`config.mk`:
```
export PLATFORM = sky130hd
export DESIGN_NAME = uart_tx_arbiter
export DESIGN_NICKNAME = d
export VERILOG_FILES = /design/src/rtl/uart_pkg.sv /design/src/rtl/uart_tx_arbiter_rr_picker.sv /design/src/rtl/uart_tx_arbiter.sv
export SDC_FILE = /design/constraint.sdc
export NUM_CORES = 1
export LEC_CHECK = 0
export ABC_AREA = 1
export CORE_ASPECT_RATIO = 0.7
export CORE_MARGIN = 3
export CORE_UTILIZATION = 28
export DETAILED_ROUTE_END_ITERATION = 16
export SYNTH_ARGS = -nofsm -noshare
export SYNTH_HDL_FRONTEND = slang
export SYNTH_HIERARCHICAL = 1
export SYNTH_SLANG_ARGS = --single-unit
```
`constraint.sdc`:
```
create_clock -name clk -period 2.1 [get_ports clk]
set_input_delay 0.42 -clock clk [delete_from_list [all_inputs] [get_ports clk]]
set_output_delay 0.42 -clock clk [all_outputs]
set_load 0.05 [all_outputs]
```
`src/rtl/uart_pkg.sv`:
```
// Shared UART definitions: word length, arbiter state encoding and
// elaboration-time helpers used across the TX/RX slice.
package uart_pkg;

   localparam int UART_WORD_LENGTH = 8;

   typedef enum logic [2:0] {
      IDLE      = 3'd0,
      GRANT     = 3'd1,
      TRIGGER   = 3'd2,
      WAIT_BUSY = 3'd3,
      WAIT_DONE = 3'd4,
      GUARD     = 3'd5
   } arb_state_e;

   function automatic int clog2(input int v);
      int r;
      r = 0;
      for (int i = 0; i < 31; i++)
         if ((1 << i) < v) r = i + 1;
      return r;
   endfunction

   function automatic int max2(input int a, input int b);
      return (a > b) ? a : b;
   endfunction

endpackage

```
`src/rtl/uart_tx_arbiter_rr_picker.sv`:
```
// Round-robin picker: first asserted request at or after the pointer,
// wrapping, found by a priority encode over a doubled request vector.
module rr_picker
   import uart_pkg::*;
#(
   parameter int N_REQ = 4,
   localparam int IW = clog2(N_REQ)
) (
   input  logic [N_REQ-1:0] req,
   input  logic [IW-1:0]    ptr,
   output logic [IW-1:0]    winner,
   output logic             valid
);

   logic [2*N_REQ-1:0] cand;
   logic               found;

   always_comb begin
      cand   = {req, req};
      winner = '0;
      found  = 1'b0;
      valid  = |req;
      // Lower copy below the pointer is masked; upper copy supplies the wrap
      for (int i = 0; i < 2 * N_REQ; i++)
         if (i < int'(ptr)) cand[i] = 1'b0;
      for (int i = 0; i < 2 * N_REQ; i++) begin
         if (!found && cand[i]) begin
            found  = 1'b1;
            winner = IW'(i % N_REQ);
         end
      end
   end

endmodule

```
`src/rtl/uart_tx_arbiter.sv`:
```
// Round-robin sharing of one UART transmitter: capture the winner's word,
// pulse the TX start, follow tx_busy, then hold a stop-bit guard.
module uart_tx_arbiter
   import uart_pkg::*;
#(
   parameter int N_REQ        = 4,
   parameter int WORD_LENGTH  = UART_WORD_LENGTH,
   parameter int GUARD_CYCLES = 14,
   parameter int START_TMO    = 255,
   localparam int IW = clog2(N_REQ)
) (
   input  logic                         clk,
   input  logic                         reset,
   input  logic [N_REQ-1:0]             req,
   input  logic [N_REQ*WORD_LENGTH-1:0] req_data,
   output logic [N_REQ-1:0]             ack,
   output logic [IW-1:0]                grant_id,
   output logic [WORD_LENGTH-1:0]       tx_data,
   output logic                         tx_transmit,
   input  logic                         tx_busy,
   output logic                         busy,
   output logic                         timeout_err
);

   localparam int CW = clog2(max2(START_TMO, GUARD_CYCLES) + 1);

   arb_state_e             state_q, state_d;
   logic [IW-1:0]          ptr_q, ptr_d;
   logic [IW-1:0]          grant_q, grant_d;
   logic [WORD_LENGTH-1:0] data_q, data_d;
   logic [N_REQ-1:0]       ack_q, ack_d;
   logic                   txs_q, txs_d;
   logic                   busy_q, busy_d;
   logic                   terr_q, terr_d;
   logic [CW-1:0]          tmo_q, tmo_d;
   logic [CW-1:0]          gcnt_q, gcnt_d;

   logic [IW-1:0]          win;
   logic                   win_vld;

   rr_picker #(.N_REQ(N_REQ)) u_pick (
      .req    (req),
      .ptr    (ptr_q),
      .winner (win),
      .valid  (win_vld)
   );

   always_comb begin
      state_d = state_q;
      ptr_d   = ptr_q;
      grant_d = grant_q;
      data_d  = data_q;
      ack_d   = '0;
      txs_d   = 1'b0;
      terr_d  = 1'b0;
      tmo_d   = tmo_q;
      gcnt_d  = gcnt_q;
      case (state_q)
         IDLE: begin
            if (win_vld) begin
               state_d    = GRANT;
               grant_d    = win;
               data_d     = req_data[int'(win)*WORD_LENGTH +: WORD_LENGTH];
               ptr_d      = (win == IW'(N_REQ - 1)) ? '0 : win + 1'b1;
               ack_d[win] = 1'b1;
            end
         end
         GRANT: begin
            state_d = TRIGGER;
            txs_d   = 1'b1;
         end
         TRIGGER: begin
            tmo_d   = '0;
            state_d = WAIT_BUSY;
         end
         WAIT_BUSY: begin
            if (tx_busy) begin
               state_d = WAIT_DONE;
            end else begin
               tmo_d = tmo_q + 1'b1;
               if (tmo_d == CW'(START_TMO - 1)) begin
                  terr_d  = 1'b1;
                  gcnt_d  = '0;
                  state_d = GUARD;
               end
            end
         end
         WAIT_DONE: begin
            if (!tx_busy) begin
               gcnt_d  = '0;
               state_d = GUARD;
            end
         end
         GUARD: begin
            gcnt_d = gcnt_q + 1'b1;
            if (gcnt_q == CW'(GUARD_CYCLES - 1)) state_d = IDLE;
         end
         default: state_d = IDLE;
      endcase
      busy_d = (state_d != IDLE);
   end

   always_ff @(posedge clk or negedge reset) begin
      if (!reset) begin
         state_q <= IDLE;
         ptr_q   <= '0;
         grant_q <= '0;
         data_q  <= '0;
         ack_q   <= '0;
         txs_q   <= 1'b0;
         busy_q  <= 1'b0;
         terr_q  <= 1'b0;
         tmo_q   <= '0;
         gcnt_q  <= '0;
      end else begin
         state_q <= state_d;
         ptr_q   <= ptr_d;
         grant_q <= grant_d;
         data_q  <= data_d;
         ack_q   <= ack_d;
         txs_q   <= txs_d;
         busy_q  <= busy_d;
         terr_q  <= terr_d;
         tmo_q   <= tmo_d;
         gcnt_q  <= gcnt_d;
      end
   end

   assign ack         = ack_q;
   assign grant_id    = grant_q;
   assign tx_data     = data_q;
   assign tx_transmit = txs_q;
   assign busy        = busy_q;
   assign timeout_err = terr_q;

endmodule

```
# Word level (Yosys, flattened, before mapping)
# Index checks and enable logic that the tools add are counted.
[word_totals] elab_cells=91 reg_bits=38 output_inout_bits=17 in_bits=39
[op_classes] n_shift=1 mux=38 n_lt_le_gt_ge=5 n_addsub=3 n_reduce_logical=23 eq_ne=11
[op_table] cell="two-way mux 8 bit" count=4
[op_table] cell="indexed part select 32 x 6 -> 8 bit" count=1
[op_table] cell="one-hot mux 8 bit (3 select lines)" count=1
[op_table] cell="one-hot mux 3 bit (6 select lines)" count=1
[op_table] cell="adder 8 x 1 -> 8 bit, second input constant" count=2
[op_table] cell="two-way mux 1 bit" count=16
[op_table] cell="one-hot mux 8 bit (2 select lines)" count=1
[op_table] cell="two-way mux 3 bit" count=5
[op_table] cell="two-way mux 2 bit" count=7
[op_table] cell="equality test 8 x 4 -> 1 bit, second input constant" count=1
[op_table] cell="equality test 8 bit, second input constant" count=1
[op_table] cell="logical AND 1 bit" count=8
[op_table] cell="two-way mux 4 bit" count=2
[op_table] cell="zero test 1 bit" count=7
[op_table] cell="equality test 3 x 2 -> 1 bit, second input constant" count=2
[op_table] cell="equality test 3 bit, second input constant" count=2
[op_table] cell="inequality test 2 bit, second input constant" count=3
[op_table] cell="nonzero test 3 bit" count=2
[op_table] cell="< comparator 1 x 2 -> 1 bit, first input constant" count=2
[op_table] cell="AND reduction 2 bit" count=2
[op_table] cell="AND reduction 4 bit" count=1
[op_table] cell="OR reduction 4 bit" count=1
[op_table] cell="equality test 3 x 1 -> 1 bit, second input constant" count=1
[op_table] cell="zero test 3 bit" count=1
[op_table] cell="7 further kinds" count=7

# Longest topological paths before layout
[depth] ltp_word=30 ltp_mapped=12 depth_no_buf=12

# By module
# The synthesis kept the hierarchy.
[modules_own_cells] module="uart_tx_arbiter" cells_each=275 seq_area_each_um2=950.9 area_each_um2=2090.8 instances=1
[modules_own_cells] module="rr_picker" cells_each=22 seq_area_each_um2=0.0 area_each_um2=95.1 instances=1

# Worst setup path after synthesis
# Ideal clock, no wire load.
[synth_timing] path_kind="register -> register" from="register ptr_q[0]" to="register ptr_q[1]" n_path_buf=2 stages_incl_launch_ff=13 synth_period_minus_slack_ns=1.784 t_required_ns=1.984 setup_time_ns=0.116 slack_ns=0.316 t_arrival_ns=1.667 cell_sequence="dfrtp_1 -> nor2_1 -> nand2_1 -> nand2_1 -> nor2_1 -> nand3_1 -> nand2_1 -> buf_2 -> inv_1 -> clkbuf_1 -> ha_1 -> nand2_1 -> nand2_1"
[synth_via] elab_chain_len=26 word_cells_on_any_way=37 cone_classes="add/sub: 1; order compare: 3; eq/ne: 1; mux: 18; reduce/logical: 14"
[synth_lines] item="start: declaration" line="uart_tx_arbiter.sv:28" text="logic [IW-1:0] ptr_q, ptr_d;"
[synth_lines] item="start signal: assignment" line="uart_tx_arbiter.sv:117" text="ptr_q <= ptr_d;"
[synth_lines] item="< comparator 1 x 2 -> 1 bit" line="uart_tx_arbiter_rr_picker.sv:25" text="if (i < int'(ptr)) cand[i] = 1'b0;"
[synth_lines] item="two-way mux 1 bit" line="uart_tx_arbiter_rr_picker.sv:25"
[synth_lines] item="two-way mux 1 bit" line="uart_tx_arbiter_rr_picker.sv:27" text="if (!found && cand[i]) begin"
[synth_lines] item="zero test 1 bit" line="uart_tx_arbiter_rr_picker.sv:27"
[synth_lines] item="logical AND 1 bit" line="uart_tx_arbiter_rr_picker.sv:27"
[synth_lines] item="two-way mux 1 bit" line="uart_tx_arbiter_rr_picker.sv:27"
[synth_lines] item="zero test 1 bit" line="uart_tx_arbiter_rr_picker.sv:27"
[synth_lines] item="logical AND 1 bit" line="uart_tx_arbiter_rr_picker.sv:27"
[synth_lines] item="[11 not listed]"
[synth_lines] item="logical AND 1 bit" line="uart_tx_arbiter_rr_picker.sv:27"
[synth_lines] item="two-way mux 1 bit" line="uart_tx_arbiter_rr_picker.sv:27"
[synth_lines] item="zero test 1 bit" line="uart_tx_arbiter_rr_picker.sv:27"
[synth_lines] item="logical AND 1 bit" line="uart_tx_arbiter_rr_picker.sv:27"
[synth_lines] item="two-way mux 2 bit (*)" line="uart_tx_arbiter_rr_picker.sv:27"
[synth_lines] item="named net win[0]" line="uart_tx_arbiter.sv:38" text="logic [IW-1:0] win;"
[synth_lines] item="adder 2 x 1 -> 2 bit or equality test 2 bit (tied branches)" line="uart_tx_arbiter.sv:64" text="ptr_d = (win == IW'(N_REQ - 1)) ? '0 : win + 1'b1;"
[synth_lines] item="two-way mux 2 bit (*)" line="uart_tx_arbiter.sv:64"
# Mark *: on every way through the listed nets, which the timed path passes. The rest lies on a longest branch.
# A chain may end at the register's enable or synchronous reset.

# Final worst setup path
[layout_timing] from="register data_q[1], in the netlist tx_data[1]" to="output port tx_data[1]"
[layout_lines] item="start: declaration" line="uart_tx_arbiter.sv:30" text="logic [WORD_LENGTH-1:0] data_q, data_d;"
[layout_lines] item="start signal: assignment" line="uart_tx_arbiter.sv:119" text="data_q <= data_d;"
[layout_lines] item="end: declaration" line="uart_tx_arbiter.sv:18" text="output logic [WORD_LENGTH-1:0] tx_data,"
# No word-level cell between the ends.

==> metrics.txt <==
status finished, final reports clean; # rows 26; post-route setup slack roughly 200 ps; Ys Warns 6; critical path's slowest cell clkdlybuf4s50_1; RePlAce Congestion 0.816; # clock sinks 38; Vias/cell between 4 and 5; DP HPWL 4140 um; slew margin rel. 64.9%; Synth area leader dfrtp_1; antenna-violating nets left 0; largest net degree at the start of global routing 39; CTS-repair resized insts 0; Mean Syn Cell Area 7.36 um^2; clock root cell clkbuf_8; clock buffer depth 2; Core ar. 7450 um^2; area grow syn2layout 37.1%; CP Max Fanout 2; Hold Fails Final Rpt 0; register share of total power 32.3%; HP Class primary input to asynchronous set/reset pin; leak pwr 1.37 nW; nets just over 400; Seq/Total Area, Yosys between 40% and 50%; global-route wire length before repair 9350 um; Post-CTS Setup Inserts 0; Setup TNS 0 ps; EDFF count, synth 0; RSZ-0062 raised after global routing no; iteration count of the initial detailed-routing pass 4; I/O pin count 56; Reg clk slew, reported paths about 80 ps; initial antenna violation count 0; post-synthesis cell type count 29; Fillers 762; clock skew 5.69 ps; CTS tree yes; CP Data Arrival Time around 1500 ps; Final min period 1900 ps; Synth Register Bits 38; Avg WL per Cell 11.6 um; Setup-failing EPs final 0; Residual DRC 0; Tot GR Track Use about an eighth; share of total power in the clock network 14.4%; CP bufs+invs 1; vias in the first global route 2016; initial DRC count 140; Psw 1.70 mW; Congestion Overflow GR 0; total number of vias 2039; Worst-Margin Slew 525 ps; most frequent cells in the layout nand2_1, nor2_1, clkdlybuf4s50_1, dfrtp_1, inv_1; Crit. End Element output pin; CTS buffer count 5; pwr/cell area roughly 1200 nW/um^2; FF/Latch Area 951 um^2; max incr delay on CP 820 ps; max-slew violations 0; hold_buf cts 0; WL final ~5300 um; period utilization 90.6%; syn nets about 340; CTS H-Tree Depth 2; area of the multi-input gates about 1100 um^2; ranking of synthesized cells by area dfrtp_1, nand2_1, nor2_1, inv_1, ha_1; Max-Cap Viols 0; die height 79.9 um; die width 112 um; Diodes inserted 0; clock latency on the worst-skew pair slightly below 300 ps; Comb power frac 53.3%; internal cell power 1.96 mW; Initial Utilization 29.3%; commonest non-fill, non-tap cell in the layout nand2_1; layout cells sized above 1 10.2%; Final Util about two fifths; Req. time, crit path 1680 ps; Sw Ratio 46.4%; area of the die 8920 um^2; crit path launch type register; Synth Cell Area 2190 um^2; Tot Pwr 3.66 mW; CP Class register to output pin; IR drop worst, VDD about 0.42 mV; top_reg_cell synth dfrtp_1; DP Worst Slack 8.04 ps; ys async rst share 100%; fmax 526 MHz; crit path cell chain clkdlybuf4s50_1; cells after synthesis 297; Crit path max-delay family buffers and inverters; IO buf count 55; Synth top area share between 40 and 50%
==> layer usage <==
layer / wire, um / GRT usage (%) / vias to the layer above / share of wire (%)
met5: 0 / 0 / - / 0
met4: 58 / 4.01 / 0 / 1.1
met3: 391 / 4.09 / 4 / 7.3
met2: 2240 / 19.7 / 46 / 42
met1: 2650 / 17.0 / 917 / 50
li1: - / - / 1072 / -
==> power groups by stage <==
stage / sequential (mW) / clock (mW) / combinational (mW)
finish: 1.18 / 0.527 / 1.95
global route: 1.22 / 0.584 / 2.17
CTS: 1.18 / 0.545 / 1.97
detailed placement: 1.19 / 0 / 1.97
global placement: 1.19 / 0 / 1.95
floorplan: 1.58 / 0 / 0.893
==> Yosys cell counts, types with 3 or more instances <==
master	n
or2_2	4
nand4_1	5
inv_2	3
o21ai_1	3
a31oi_1	8
buf_2	5
o21ai_0	20
nand2_1	63
nor3_1	4
o22ai_1	7
nor2_1	59
nand2_2	5
nand3_1	12
ha_1	8
inv_1	34
dfrtp_1	38
==> stage by stage <==
| step | std cells | hold slack (ps) | instance area [um^2] |
|---|---|---|---|
| floorplan | 297 | 124 | 2190 |
| global placement | 452 | 469 | 2900 |
| detailed placement | 452 | 473 | 2900 |
| CTS | 460 | 189 | 3000 |
| global route | 460 | 215 | 3000 |
| finish | 460 | 172 | 3000 |
==> worst paths after layout <==
kind	from	end	slack (ps)	cells after the start
worst max-delay path	tx_data[1]	tx_data[1]	200	1
min in group clk	tx_data[4]	tx_data[4]	500	2
worst max register to register	tmo_q[0]	gcnt_q[7]	350	10
worst min register to register	tx_data[4]	tx_data[4]	500	2
max in group asynchronous	reset	gcnt_q[7]	1590	2
worst min-delay path	reset	ack[1]	170	2
==> logic make-up after synthesis <==
group	synth area share [%]
simple gates	31.8
flops	43.5
buf+inv	8.19
compound gates	11.5
fa+ha+maj	4.58
xor+xnor	0.401
==> registers in the layout, indices dropped and copies added (netlist names) <==
register     count
ptr_q            2
ack              4
timeout_err      1
gcnt_q           8
busy             1
tx_transmit      1
tx_data          8
tmo_q            8
grant_id         2
state_q          3
==> cell type report <==
cell class              instances  share of cell area, %
well taps                      98                   4.09
flip-flops and latches         38                   31.7
inverters                      39                   4.89
clock inverters                 2                  0.418
multi-input cells             213                   35.2
repair buffers                 64                   20.9
clock buffers                   6                   2.76
(Power assumes the default switching activity.)
